### src/rtl/pipe_pkg.sv
// pipe_pkg: shared types and widths for the inter-stage pipeline registers.
// Imported by pipe_stage_skid and its helpers.
package pipe_pkg;

    typedef enum logic [1:0] {
        PS_EMPTY,
        PS_FULL,
        PS_SKID
    } pipe_state_e;

    localparam int PIPE_INSTR_W = 32;

endpackage

### src/rtl/pipe_stage_skid_sat_counter.sv
// sat_counter: saturating up-counter with synchronous enable.
// Asynchronous active-high reset clears the count.
module sat_counter #(
    parameter int CNT_W = 16
) (
    input  logic             clk,
    input  logic             reset,
    input  logic             en,
    output logic [CNT_W-1:0] count
);

    always_ff @(posedge clk or posedge reset) begin
        if (reset) begin
            count <= '0;
        end else if (en && (count != '1)) begin
            count <= count + 1'b1;
        end
    end

endmodule

### src/rtl/pipe_stage_skid.sv
// pipe_stage_skid: valid/ready pipeline register with a 1-entry skid buffer.
// Optional perf counters (stall_cycles, flush_count) under PIPE_SKID_PERF_EN.
module pipe_stage_skid
    import pipe_pkg::*;
#(
    parameter int               WIDTH     = PIPE_INSTR_W,
    parameter logic [WIDTH-1:0] NOP_VALUE = '0,
    parameter int               CNT_W     = 16
) (
    input  logic             clk,
    input  logic             reset,
    input  logic             flush,
    input  logic             in_valid,
    output logic             in_ready,
    input  logic [WIDTH-1:0] in_data,
    output logic             out_valid,
    input  logic             out_ready,
    output logic [WIDTH-1:0] out_data
`ifdef PIPE_SKID_PERF_EN
    ,
    output logic [CNT_W-1:0] stall_cycles,
    output logic [CNT_W-1:0] flush_count
`endif
);

    pipe_state_e      state_q, state_d;
    logic [WIDTH-1:0] main_q, main_d;
    logic [WIDTH-1:0] skid_q, skid_d;

    if (CNT_W < 1) begin : g_bad_cnt_w
        $error("pipe_stage_skid: CNT_W must be at least 1");
    end

    always_ff @(posedge clk or posedge reset) begin
        if (reset) begin
            state_q <= PS_EMPTY;
            main_q  <= NOP_VALUE;
            skid_q  <= NOP_VALUE;
        end else begin
            state_q <= state_d;
            main_q  <= main_d;
            skid_q  <= skid_d;
        end
    end

    // Flush wins over every transition; an outgoing handshake still completes.
    always_comb begin
        state_d = state_q;
        main_d  = main_q;
        skid_d  = skid_q;
        if (flush) begin
            state_d = PS_EMPTY;
            main_d  = NOP_VALUE;
            skid_d  = NOP_VALUE;
        end else begin
            unique case (state_q)
                PS_EMPTY: begin
                    if (in_valid) begin
                        state_d = PS_FULL;
                        main_d  = in_data;
                    end
                end
                PS_FULL: begin
                    if (in_valid && out_ready) begin
                        main_d = in_data;
                    end else if (in_valid) begin
                        state_d = PS_SKID;
                        skid_d  = in_data;
                    end else if (out_ready) begin
                        state_d = PS_EMPTY;
                        main_d  = NOP_VALUE;
                    end
                end
                PS_SKID: begin
                    if (out_ready) begin
                        state_d = PS_FULL;
                        main_d  = skid_q;
                        skid_d  = NOP_VALUE;
                    end
                end
                default: begin
                    state_d = PS_EMPTY;
                    main_d  = NOP_VALUE;
                    skid_d  = NOP_VALUE;
                end
            endcase
        end
    end

    // Handshake outputs come from the state register only.
    assign in_ready  = (state_q != PS_SKID);
    assign out_valid = (state_q != PS_EMPTY);
    assign out_data  = main_q;

`ifdef PIPE_SKID_PERF_EN
    sat_counter #(
        .CNT_W (CNT_W)
    ) u_stall_cnt (
        .clk   (clk),
        .reset (reset),
        .en    (out_valid & ~out_ready),
        .count (stall_cycles)
    );

    sat_counter #(
        .CNT_W (CNT_W)
    ) u_flush_cnt (
        .clk   (clk),
        .reset (reset),
        .en    (flush),
        .count (flush_count)
    );
`endif

endmodule
### config.mk
export PLATFORM = sky130hd
export DESIGN_NAME = pipe_stage_skid
export DESIGN_NICKNAME = d
export VERILOG_FILES = /design/src/rtl/pipe_pkg.sv /design/src/rtl/pipe_stage_skid_sat_counter.sv /design/src/rtl/pipe_stage_skid.sv
export SDC_FILE = /design/constraint.sdc
export NUM_CORES = 1
export LEC_CHECK = 0
export BUFFER_PORTS_ARGS = -buffer_cell sky130_fd_sc_hd__buf_2
export CAP_MARGIN = 0
export CORE_MARGIN = 3
export CORE_UTILIZATION = 50
export DETAILED_ROUTE_END_ITERATION = 10
export MAX_ROUTING_LAYER = met4
export PLACE_DENSITY = 0.72
export SYNTH_ARGS = -nofsm -noshare
export SYNTH_HDL_FRONTEND = slang
export SYNTH_SLANG_ARGS = --single-unit
### constraint.sdc
create_clock -name clk -period 2.5 [get_ports clk]
set_input_delay 0.5 -clock clk [delete_from_list [all_inputs] [get_ports clk]]
set_output_delay 0.5 -clock clk [all_outputs]
set_load 0.05 [all_outputs]
==> impl_metrics.ini <==
[grt]
antenna_found_initial = 0
gr-usage-all-layers = 0.2036
grt_max_degree = 67
grt_pass1_vias = 2346
gr-total-overflow = 0
grt_pass1_wl_um = 11160

[timing]
fin_skew_ns = 0.006895
min_period_ns = 1.866
relSlewSlack = 0.7097
rsz0062_at_grt = no
timing.fmax_mhz = 535.8
setup_viol = 0
fin_setup_tns_ns = 0
tightest_slew_ns = 0.4345
fin_crit_sh = 0.7466
hold_viol = 0
fin_ws_ns = 0.6336
slew_viol_final = 0

[synthesis]
netlist_area_sq_um = 3039
synth.distinct_cells = 25
synth_area_leaders = dfrtp_1 54%, mux2i_1 11%, nand2_1 8.3%
ys_seq_area_frac = 0.5434
synth_top_area_share = 0.5434
synth_cells = 308
synth_seq_cells = 66
yosys.area.top_type = dfrtp_1
ys_warn_count = 0
syn_avg_cell_area_sq_um = 9.867
syn_nets = 345

[setup_path]
worst-setup-path-type = flop to primary output
endpoint = out_valid
worstPathArrival_ns = 1.37
critPathBufInv = 1
crit_family = flip-flops
worstPathMaxFanout = 9
reg2reg_to = skid_q[20]
r2r_start = state_q[1]
cpMaxStageDelayCell = dfrtp_1
crit_chain = or2_2 > buf_2
crit_cells = 2
max_stage_delay_ns = 0.49
crit_required_ns = 2.00
crit_path_start_kind = flop
critical_path.startpoint = state_q[1]
rrSetupSlack_ns = 0.79
reg2regPathDepth = 5
critPathCaptureType = primary output

[clock_network]
clk_path_buf_depth = 2
htreeDepth = 3
cts-root-buf = clkbuf_8
ctsResizeCount = 0
cts_tree = built
cts-hold-fix-buffers = 0
clkLatencyLatePin_ns = 0.33
cts_setup_buffers = 0
clock-sinks = 66
clk_pin_slew_ns = 0.07
cts_made_buffers = 9

[drt]
post_drt_wl_per_cell_um = 14.58
wl_um = 6518
vias = 2329
drc_errors = 0
vias_per_cell = 5.210
ant_nets = 0
drt_iter0_markers = 172
first_pass_iters = 4

[floorplanning]
die_w_um = 83.97
core_area_sq_um = 5709
num_rows = 27
start_util = 0.5323
die-area_sq_um = 7050
num_io_pins = 71
fp.dieH_um = 83.97

[place]
place_hpwl_um = 4103
gp_congestion = 0.7268
pre_cts_ws_ns = 0.7327
portBuffers = 70

[cells_and_area]
diodes = 0
areaGrowthSynthToFinish_pct = 18.73
drive_gt1_frac = 0.2587
nNetsFinal = 409

[pwr]
power.leakage_nw = 1.821
cellPowerDensity_nw_per_um2 = 662.6
irDropWorstVdd_v = 0.0003541

[min_path]
hold_path_class = input port to async pin

[run]
maxCapViolCount = 0

[outcome]
status = complete, no violations
[logic make-up (layout without fill, tap and decap cells)]
logic type             Yosys count  count (layout)  share of synthesized area
muxes                           34              34                     0.1120
and+or+nand+nor                 78              78                     0.1029
buffers and inverters           59             126                    0.09345
DFF                             66              66                     0.5434
AOI/OAI and AO/OA               71              71                     0.1482
[per-stage QoR]
stage	hold WS, ns	cell area [sq um]	util	cells	power, W
floorplan	0.4968	3039	-	308	0.001534
global placement	0.4619	3451	0.6044	433	0.001664
detailed placement	0.4705	3451	0.6044	433	0.001672
CTS	0.2393	3608	0.6320	447	0.002412
global route	0.2513	3608	0.6320	447	0.002515
finish	0.2257	3608	0.6320	447	0.002391
[sequential cells by signal, indices dropped and copies added, names as in the netlist]
signal / flops
out_data: 32
skid_q: 32
state_q: 2
[where the power goes]
part	total [W]	internal [W]	switching [W]
combinational	0.000474	0.000146	0.000328
clock	0.000744	0.000369	0.000376
sequential	0.00117	0.00113	0.0000392
[tightest hold or removal path, stage by stage]
cell    delay [ns]
buf_2         0.10
inv_2         0.06
buf_12        0.30
[synthesized netlist by cell type]
cell type and number:
a21o_1 2, a21oi_1 3, a22o_1 1, a22oi_1 31, and2b_1 1, buf_2 6, buf_4 6, buf_6 3
clkbuf_1 5, clkbuf_2 2, clkbuf_4 2, dfrtp_1 66, inv_1 35, mux2i_1 34, nand2_1 67, nor2_1 3
nor2_2 1, nor2b_1 3, nor3_1 1, o21ai_0 2, o21ai_1 30, o22a_1 1, o32a_1 1, or2_1 1
or2_2 1
[per-layer routing]
layer,routed length (um),up-vias,track usage
met5,0,-,-
met4,107,0,0.08333
met3,318,8,0.03455
met2,3163,66,0.3210
met1,2928,1108,0.2618
li1,-,1147,-
[how the worst min path moves through the flow]
stage,from,endpoint,slack (ns)
floorplan,skid_q[30],skid_q[30],0.50
global placement,out_data[24],out_data[24],0.46
detailed placement,out_data[31],out_data[31],0.47
CTS,reset,skid_q[8],0.24
global route,reset,skid_q[6],0.25
finish,reset,skid_q[8],0.23
[final cells by class]
| type | count | area, sq um |
|---|---|---|
| clock buffers | 10 | 137.6 |
| clock inverters | 4 | 20.02 |
| fillers | 487 | 2101 |
| inverters | 35 | 131.4 |
| multi-input cells | 183 | 1125 |
| flip-flops and latches | 66 | 1652 |
| well taps | 72 | 90.09 |
| repair buffers | 77 | 452.9 |
[cell usage in the layout, fill, tap and decap left out, types with 2 or more instances in the layout]
cell type / instances
clkbuf_8: 10
o21ai_1: 30
clkinv_2: 4
nor2_1: 3
buf_4: 3
buf_12: 4
a21oi_1: 2
nand2_1: 67
inv_1: 34
buf_2: 70
dfrtp_1: 66
o21ai_0: 2
a22oi_1: 31
nor2b_2: 2
a21o_1: 2
mux2i_1: 34
Power figures use the tool's default switching activity.
